$ cat config.mk
export PLATFORM = sky130hd
export DESIGN_NAME = freq_counter_master
export DESIGN_NICKNAME = d
export VERILOG_FILES = /design/src/rtl/freq_counter_master.sv
export SDC_FILE = /design/constraint.sdc
export NUM_CORES = 1
export LEC_CHECK = 0
export ABC_AREA = 1
export BUFFER_PORTS_ARGS = -buffer_cell sky130_fd_sc_hd__buf_2
export CORE_MARGIN = 2
export CORE_UTILIZATION = 50
export CTS_CLUSTER_SIZE = 14
export DETAILED_ROUTE_END_ITERATION = 10
export PLACE_DENSITY = 0.86
export SLEW_MARGIN = 5
export SYNTH_ARGS = -nofsm -noshare
export SYNTH_HDL_FRONTEND = slang
export SYNTH_SLANG_ARGS = --single-unit
$ cat constraint.sdc
create_clock -name clk_i -period 2.3 [get_ports clk_i]
set_input_delay 0.115 -clock clk_i [delete_from_list [all_inputs] [get_ports clk_i]]
set_output_delay 0.115 -clock clk_i [all_outputs]
set_load 0.01 [all_outputs]
$ cat src/rtl/freq_counter_master.sv
// freq_counter_master: Wishbone initiator that runs one measurement on the
// frequency counter. The sequence is clear, arm, poll for done, read the
// coarse and fine results, then disarm.
// Ports: clk_i and ext_rst_i (synchronous, active-low).
//   start_i -> busy_o, done_o, status_o, coarse_o, fine_o (user side).
//   adr_o, dat_o, we_o, sel_o, cyc_o, stb_o and dat_i, ack_i, err_i, rty_i
//   form the Wishbone master port.
module freq_counter_master #(
    parameter int POLL_GAP    = 64,
    parameter int MAX_POLLS   = 1024,
    parameter int ACK_TIMEOUT = 16
) (
    input  logic        clk_i,
    input  logic        ext_rst_i,
    input  logic        start_i,
    output logic        busy_o,
    output logic        done_o,
    output logic [1:0]  status_o,
    output logic [31:0] coarse_o,
    output logic [7:0]  fine_o,
    output logic [31:0] adr_o,
    output logic [31:0] dat_o,
    output logic        we_o,
    output logic [3:0]  sel_o,
    output logic        cyc_o,
    output logic        stb_o,
    input  logic [31:0] dat_i,
    input  logic        ack_i,
    input  logic        err_i,
    input  logic        rty_i
);

    localparam int TW = $clog2(ACK_TIMEOUT + 1);
    localparam int GW = $clog2(POLL_GAP + 1);
    localparam int PW = $clog2(MAX_POLLS + 1);

    localparam logic [3:0] S_IDLE   = 4'd0;
    localparam logic [3:0] S_CLR    = 4'd1;
    localparam logic [3:0] S_ARM    = 4'd2;
    localparam logic [3:0] S_GAP    = 4'd3;
    localparam logic [3:0] S_POLL   = 4'd4;
    localparam logic [3:0] S_RDC    = 4'd5;
    localparam logic [3:0] S_RDF    = 4'd6;
    localparam logic [3:0] S_DISARM = 4'd7;
    localparam logic [3:0] S_FIN    = 4'd8;
    localparam logic [3:0] S_ABORT  = 4'd9;

    // Phases of a transfer state: strobing, one idle cycle, then decode.
    localparam logic [1:0] PH_ACT = 2'd0;
    localparam logic [1:0] PH_IDL = 2'd1;
    localparam logic [1:0] PH_DEC = 2'd2;

    // Transfer results share their encoding with status_o.
    localparam logic [1:0] RES_OK  = 2'b00;
    localparam logic [1:0] RES_ERR = 2'b01;
    localparam logic [1:0] RES_TMO = 2'b10;
    localparam logic [1:0] RES_MTO = 2'b11;

    logic [3:0]    r_state;
    logic [1:0]    r_ph;
    logic [1:0]    r_res;
    logic          r_dn;
    logic [TW-1:0] r_tcnt;
    logic [GW-1:0] r_gcnt;
    logic [PW-1:0] r_polls;
    logic          r_cyc;
    logic [31:0]   r_adr;
    logic [31:0]   r_dat;
    logic          r_we;
    logic [3:0]    r_sel;
    logic          r_busy;
    logic          r_done;
    logic [1:0]    r_status;
    logic [31:0]   r_coarse;
    logic [7:0]    r_fine;

    logic          w_xfer;
    logic          w_term;
    logic          w_bad;
    logic          w_tmo;
    logic          w_end;
    logic          w_gap_end;
    logic [3:0]    w_nxt;
    logic [1:0]    w_nst;
    logic          w_go;
    logic [3:0]    w_tgt;
    logic [64:0]   w_bus;

    // {we, adr, dat} for the access issued by each transfer state.
    function automatic logic [64:0] f_bus(input logic [3:0] s);
        logic [64:0] v;
        v = '0;
        case (s)
            S_CLR:    v = {1'b1, 32'h08, 32'h01};
            S_ABORT:  v = {1'b1, 32'h08, 32'h01};
            S_ARM:    v = {1'b1, 32'h08, 32'h80};
            S_POLL:   v = {1'b0, 32'h08, 32'h00};
            S_RDC:    v = {1'b0, 32'h09, 32'h00};
            S_RDF:    v = {1'b0, 32'h0a, 32'h00};
            S_DISARM: v = {1'b1, 32'h08, 32'h00};
            default:  v = '0;
        endcase
        return v;
    endfunction

    assign w_xfer = (r_state != S_IDLE) && (r_state != S_GAP) &&
                    (r_state != S_FIN);
    // The slave ack is registered and may still be high from the
    // previous access, so terminations in the first stb cycle are ignored.
    assign w_term = (r_tcnt != '0) && (ack_i || err_i || rty_i);
    assign w_bad  = err_i || rty_i;
    assign w_tmo  = !w_term && (r_tcnt == TW'(ACK_TIMEOUT - 1));
    assign w_end  = w_term || w_tmo;
    assign w_gap_end = (r_gcnt == GW'(POLL_GAP - 1));

    always_comb begin
        w_nxt = S_FIN;
        w_nst = r_status;
        if (r_state == S_ABORT) begin
            w_nxt = S_FIN;
        end else if (r_res != RES_OK) begin
            w_nxt = S_ABORT;
            w_nst = r_res;
        end else begin
            case (r_state)
                S_CLR:  w_nxt = S_ARM;
                S_ARM:  w_nxt = S_GAP;
                S_POLL: begin
                    if (r_dn) begin
                        w_nxt = S_RDC;
                    end else if (r_polls == PW'(MAX_POLLS)) begin
                        w_nxt = S_ABORT;
                        w_nst = RES_MTO;
                    end else begin
                        w_nxt = S_GAP;
                    end
                end
                S_RDC:  w_nxt = S_RDF;
                S_RDF:  w_nxt = S_DISARM;
                default: w_nxt = S_FIN;
            endcase
        end
    end

    always_comb begin
        w_go  = 1'b0;
        w_tgt = w_nxt;
        if (r_state == S_IDLE) begin
            w_go  = start_i;
            w_tgt = S_CLR;
        end else if (r_state == S_GAP) begin
            w_go  = w_gap_end;
            w_tgt = S_POLL;
        end else if (w_xfer && r_ph == PH_DEC) begin
            w_go  = (w_nxt != S_GAP) && (w_nxt != S_FIN);
        end
        w_bus = f_bus(w_tgt);
    end

    always_ff @(posedge clk_i) begin
        if (!ext_rst_i) begin
            r_state  <= S_IDLE;
            r_ph     <= PH_ACT;
            r_res    <= RES_OK;
            r_dn     <= 1'b0;
            r_tcnt   <= '0;
            r_gcnt   <= '0;
            r_polls  <= '0;
            r_cyc    <= 1'b0;
            r_adr    <= '0;
            r_dat    <= '0;
            r_we     <= 1'b0;
            r_sel    <= '0;
            r_busy   <= 1'b0;
            r_done   <= 1'b0;
            r_status <= RES_OK;
            r_coarse <= '0;
            r_fine   <= '0;
        end else begin
            r_done <= 1'b0;
            if (r_state == S_IDLE && start_i) begin
                r_busy   <= 1'b1;
                r_status <= RES_OK;
                r_polls  <= '0;
                r_state  <= S_CLR;
            end
            if (r_state == S_GAP) begin
                if (w_gap_end) begin
                    r_gcnt  <= '0;
                    r_polls <= r_polls + 1'b1;
                    r_state <= S_POLL;
                end else begin
                    r_gcnt <= r_gcnt + 1'b1;
                end
            end
            if (r_state == S_FIN) begin
                r_busy  <= 1'b0;
                r_state <= S_IDLE;
            end
            if (w_xfer) begin
                case (r_ph)
                    PH_ACT: begin
                        if (w_end) begin
                            r_cyc  <= 1'b0;
                            r_ph   <= PH_IDL;
                            r_tcnt <= '0;
                            r_res  <= w_tmo ? RES_TMO :
                                      (w_bad ? RES_ERR : RES_OK);
                            if (w_term && !w_bad) begin
                                if (r_state == S_POLL) r_dn <= dat_i[6];
                                if (r_state == S_RDC) r_coarse <= dat_i;
                                if (r_state == S_RDF) r_fine <= dat_i[7:0];
                            end
                        end else begin
                            r_tcnt <= r_tcnt + 1'b1;
                        end
                    end
                    PH_IDL: r_ph <= PH_DEC;
                    default: begin
                        r_state  <= w_nxt;
                        r_status <= w_nst;
                        r_done   <= (w_nxt == S_FIN);
                        if (w_nxt == S_GAP) r_gcnt <= '0;
                    end
                endcase
            end
            if (w_go) begin
                r_cyc  <= 1'b1;
                r_ph   <= PH_ACT;
                r_tcnt <= '0;
                r_sel  <= 4'hF;
                {r_we, r_adr, r_dat} <= w_bus;
            end
        end
    end

    assign busy_o   = r_busy;
    assign done_o   = r_done;
    assign status_o = r_status;
    assign coarse_o = r_coarse;
    assign fine_o   = r_fine;
    assign adr_o    = r_adr;
    assign dat_o    = r_dat;
    assign we_o     = r_we;
    assign sel_o    = r_sel;
    assign cyc_o    = r_cyc;
    assign stb_o    = r_cyc;

endmodule
# Word level (Yosys, flattened, before mapping)
# Cells that the tools add are included.
# totals
ff_bits	143
in_bits	38
out_inout_bits	115
wordCells	131
# op_classes
n_addsub	3
n_eq_ne	31
muxes	42
bitwise	2
reduce_logical	36
# op_table
op	count
65-bit case mux with 6 select lines	1
4-bit two-way mux	12
7-bit two-way mux	5
11-bit two-way mux	3
4-bit by 3-bit == test with 1-bit output (second input constant)	7
2-bit two-way mux	10
4-bit case mux with 5 select lines	1
4-bit by 2-bit == test with 1-bit output (second input constant)	4
4-bit == test (second input constant)	4
4-bit by 2-bit inequality test with 1-bit output (second input constant)	4
5-bit AND reduction	3
11-bit by 1-bit adder with 11-bit output (second input constant)	1
11-bit == test (second input constant)	1
2-bit nonzero test	5
3-bit AND reduction	3
4-bit by 1-bit == test with 1-bit output (second input constant)	2
1-bit logical AND	8
1-bit two-way mux	8
4-bit inequality test (second input constant)	2
2-bit OR reduction	4
7-bit by 1-bit adder with 7-bit output (second input constant)	1
7-bit by 6-bit == test with 1-bit output (second input constant)	1
5-bit by 1-bit adder with 5-bit output (second input constant)	1
5-bit by 4-bit == test with 1-bit output (second input constant)	1
other kinds (17)	22

# Longest topological paths before layout
# depth
word_depth	13
mapped_depth	15
ltp_nobuf	15

# Worst setup path before layout
# Ideal clock, no wire load.
# synth_timing
path_kind	reg2reg
start	reg r_tcnt[0]
end	reg r_coarse[0], in the netlist coarse_o[0]
setup_ns	0.132
t_arrival_ns	1.676
required_time_ns	2.168
slack_ns	0.492
stages_incl_launch_ff	10
n_path_buf	1
period_less_slack_ns	1.808
path_cell_list	dfxtp_1 -> inv_1 -> ha_1 -> nand4_1 -> nand4_2 -> nor4_4 -> nand2_1 -> clkbuf_1 -> nand2_1 -> a21oi_1
# synth_between
elab_chain_len	6
elab_cells_between_ends	8
classes_between	eq/ne (1); reduce/logical (7)
# synth_lines
element	line_no	rtl
start, declared	63	logic [TW-1:0] r_tcnt;
start signal, assigned	215	r_tcnt <= r_tcnt + 1'b1;
5-bit nonzero test	110	assign w_term = (r_tcnt != '0) && (ack_i || err_i || rty_i);
1-bit logical AND	110	
1-bit logical NOT	112	assign w_tmo = !w_term && (r_tcnt == TW'(ACK_TIMEOUT - 1));
1-bit logical AND	112	
1-bit logical OR	113	assign w_end = w_term || w_tmo;
5-bit AND reduction (no source line) (*)	-	
end signal, assigned	211	if (r_state == S_RDC) r_coarse <= dat_i;
end, declared	74	logic [31:0] r_coarse;
# Mark *: on every way between the ends. The rest lies on a longest branch, timed or not.
# A chain may end at the register's enable or synchronous reset.

# Worst setup path after layout
# layout_timing
start	reg r_tcnt[0]
end	reg r_coarse[15], in the netlist coarse_o[15]
# The elaborated chain is that of the path after synthesis.

==> reports/metrics.sh <==
MAIN_FLOP_TYPE_AFTER_SYNTHESIS='dfxtp_1'
CRIT_PATH_MAX_FANOUT=32
DETAIL_ROUTE.FIRST_PASS.ITERATIONS=5
CORE_AREA_MM2=0.008217
CTS.SINKS=84
POSTSYNTHAREAPERCELL_UM2=7.435
START_UTIL=0.5148
GRT.TOTAL_USAGE=0.2204
SLEW_HEADROOM=0.5932
GRT_PASS1_VIAS=3717
CTS.REPAIR.RESIZED=0
SETUP_VIOL=0
IO_BUFFERS=93
HTREEDEPTH=3
FIN_TNS_SETUP_NS=0
LAYOUT.CELL_AREA.NON_FILLER_MM2=0.004875
CTS_SETUP_BUFFERS=0
GRT_UTIL_MET1=0.2479
FINAL_LAYOUT_SIZE_SUFFIX_GT1_FRAC=0.2122
FMAX_GHz=0.4900
CTS-HOLD-FIX-BUFFERS=11
ANTENNA_LEFT=0
POSTPLACECELLAREA_MM2=0.004553
RUN_STATUS='finished clean'
SYNTH_SEQ_CELLS=84
WORST_PATH_MAX_DELAY_CELL='dfxtp_1'
R2R.WORST_PATH.CELLS=8
PNR_TOTAL_POWER_W=0.002841
FINALHOLDVIOLCOUNT=0
ROUTE.DETAILED.VIAS_PER_INST=5.081
ANTENNA_VIOLATIONS_BEFORE_REPAIR=0
DRC=0
DPL.HPWL_UM=7095
WORSTPATHARRIVAL_NS=2.33
POWER_LEAKAGE_nW=2.261
SYNTH_ENABLE_FLOP_CELLS=0
PWR_CELL_AREA_mW_PER_MM2=582.9
HOLD-PATH-CELL-COUNT=3
FINALMAXSLEWVIOLATIONS=0
PLACE_CONGESTION=0.9199
WORST_SKEW_PAIR.LATE_LATENCY_NS=0.36
FIN_WORST_SKEW_NS=0.01228
WORSTSETUPPATHTYPE='flop to flop'
LAYER_WITH_THE_HIGHEST_USAGE='met2'
MAPPEDNETLISTAREA_MM2=0.004230
CRITPATHLAUNCHTYPE='flop'
CTS_MADE_BUFFERS=9
FINALWORSTPATHREQUIREDPERIOD_NS=2.041
WORST_SLEW_PIN_SLEW_NS=0.6093
DRT-WIRELENGTH-PER-CELL_UM=12.50
FILL_CELLS=718
POST_SYNTH_INST_COUNT=569
WORSTHOLDPATHTYPE='input port to flop'
INITIAL_DETAILED_ROUTING_VIOLATION_COUNT=179
GLOBAL_ROUTE.USAGE.MET2=0.3796
YS_SEQ_AREA_FRAC=0.3975
RSZ0062_AT_GRT='false'
GRT_START_MAX_NET_PINS=35
MAX_CAP_VIOL=0
NUMBER_OF_CELL_ROWS=33
GRT_PASS1_WL_UM=16050
DIE_W_UM=95.98
ANTENNA_CELLS_INSERTED=0
ROUTED_WIRELENGTH_UM=9736
CLOCK_PATH_BUFFERS=2
MAX-VDD-IR-DROP_mV=0.4561
YOSYSUNIQUECELLTYPES=40
FINISH.NET_COUNT=713
END_KIND='flop'
FINALHOLDWORSTSLACK_NS=0.01339
VIAS=3958
IOS=153
CTS.ROOT.BUFFER_CELL='clkbuf_8'
CLK_TRANSITION_REPORTED_PATHS_NS=0.09
PATH_DELAY_FAMILY='simple AND/OR/NAND/NOR gates'
DESIGN.DIE.AREA_MM2=0.009212
FINAL_MIN_PERIOD_OVER_CLOCK_PERIOD=0.8873
WORSTPATHCELLLIST='inv_1, ha_1, nand4_1, nand4_2, nor4_4, buf_4, nand3_1, a21oi_1'
GRT_REMAINING_OVERFLOW=0
LAYOUT-AREA-OVERHEAD-VS-SYNTH_PCT=15.23
CRITICAL-PATH-MAX-STAGE-DELAY_NS=0.40
SYNTH_ASYNC_SR_FLOP_SHARE=0
REQUIRED_NS=2.59
CRITICAL_PATH_STAGES=8
TRITONCTS_CLOCK_TREE='built'
USE_MET3=0.07361
DIE_H_UM=95.98
YOSYS_WARNINGS=0
SUM_OF_BUFFERS_AND_INVERTERS_ON_THE_CRITICAL_PATH=2
## worst paths after layout
| check | to | slack, ns | startpoint |
|---|---|---|---|
| max | coarse_o[15] | 0.26 | r_tcnt[0] |
| min | coarse_o[19] | 0.01 | dat_i[19] |
| max reg2reg | coarse_o[15] | 0.26 | r_tcnt[0] |
| min reg2reg | r_dn | 0.46 | r_dn |
## cell usage after synthesis (all sizes together), types with 2 or more instances
master / n / area (µm²)
nand2: 101 / 414.1
dfxtp: 84 / 1682
buf: 67 / 491.7
inv: 61 / 231.5
a21oi: 60 / 304.0
nand3: 56 / 297.8
nor2: 44 / 172.7
o21ai: 29 / 145.1
clkbuf: 12 / 45.04
nor3: 11 / 77.57
nand4: 10 / 68.81
ha: 6 / 75.07
a211oi: 4 / 30.03
xor2: 4 / 35.03
or2: 3 / 18.77
a22oi: 2 / 15.01
nor3b: 2 / 15.01
o2111ai: 2 / 17.52
o211ai: 2 / 15.01
o22ai: 2 / 12.51
## routing by layer
layer,part of all wire,routed length (µm)
met4,0.017,165
met5,0,0
met1,0.41,3969
met2,0.49,4744
met3,0.088,855
## final cells by class
class / count / area, µm² / area share
timing repair buffer: 110 / 620.6 / 0.1273
clock buffer: 10 / 137.6 / 0.02823
inverter: 62 / 236.5 / 0.04851
multi-input combinational: 402 / 1993 / 0.4089
tap: 105 / 131.4 / 0.02695
sequential: 84 / 1682 / 0.3450
clock inverter: 6 / 73.82 / 0.01514
## cells in the final DEF, fill, tap and decap left out, types with 2 or more instances in the layout
master         netlist  layout
dfxtp_1             84      84
nand2_4              3       3
buf_2                3      93
xor2_1               4       4
a21oi_1             59      59
nor2_1              41      41
nor2_2               3       3
o2111ai_1            2       2
inv_2                5       5
clkinv_4             0       5
inv_1               55      55
a22oi_1              2       2
or2_2                3       3
o22ai_1              2       2
ha_1                 6       6
nand2_2              5       5
nor3_1               9       9
o21ai_0             16      16
nor3b_1              2       2
nand4_1              9       9
nand2_1             93      93
buf_4               63       6
o211ai_1             2       2
clkbuf_8             0      10
nand3_1             54      54
nor3_4               2       2
dlygate4sd3_1        0      11
conb_1               1      59
o21ai_1             13      13
a211oi_1             4       4
## cells by family after synthesis
kind of cell / Yosys count / share of synthesized area
AO/OA/AOI/OAI: 105 / 0.1361
XOR/XNOR: 4 / 0.008281
adder cells (fa/ha/maj): 6 / 0.01775
buffers and inverters: 141 / 0.1828
flip-flops: 84 / 0.3975
other: 1 / 0.0008865
AND/OR/NAND/NOR: 228 / 0.2567
## through the flow
stage	cells	setup slack (ns)	util
floorplan	627	0.4918	-
global placement	752	0.4261	0.5541
detailed placement	752	0.2738	0.5541
CTS	779	0.2553	0.5933
global route	779	0.06403	0.5933
finish	779	0.2593	0.5933
## registers in the layout (all words and copies together) (netlist names), 3 cells and up
name	count
coarse_o	32
adr_o	3
r_tcnt	5
r_gcnt	7
fine_o	8
r_state	4
r_polls	11
## power by group
group / leakage, nW / total, W / switching, W / internal, W
combinational: 1.48 / 0.000270 / 0.000184 / 0.0000853
clock: 0.107 / 0.00109 / 0.000550 / 0.000540
sequential: 0.679 / 0.00148 / 0.0000122 / 0.00147
total: 2.26 / 0.00284 / 0.000747 / 0.00209
## worst register-to-register path: stages, from the launching register on
cell and delay [ns]:
dfxtp_1 0.40, inv_1 0.06, ha_1 0.20, nand4_1 0.14, nand4_2 0.25, nor4_4 0.23
buf_4 0.36, nand3_1 0.14, a21oi_1 0.19
Note: power is estimated with default switching activity, not from simulation.
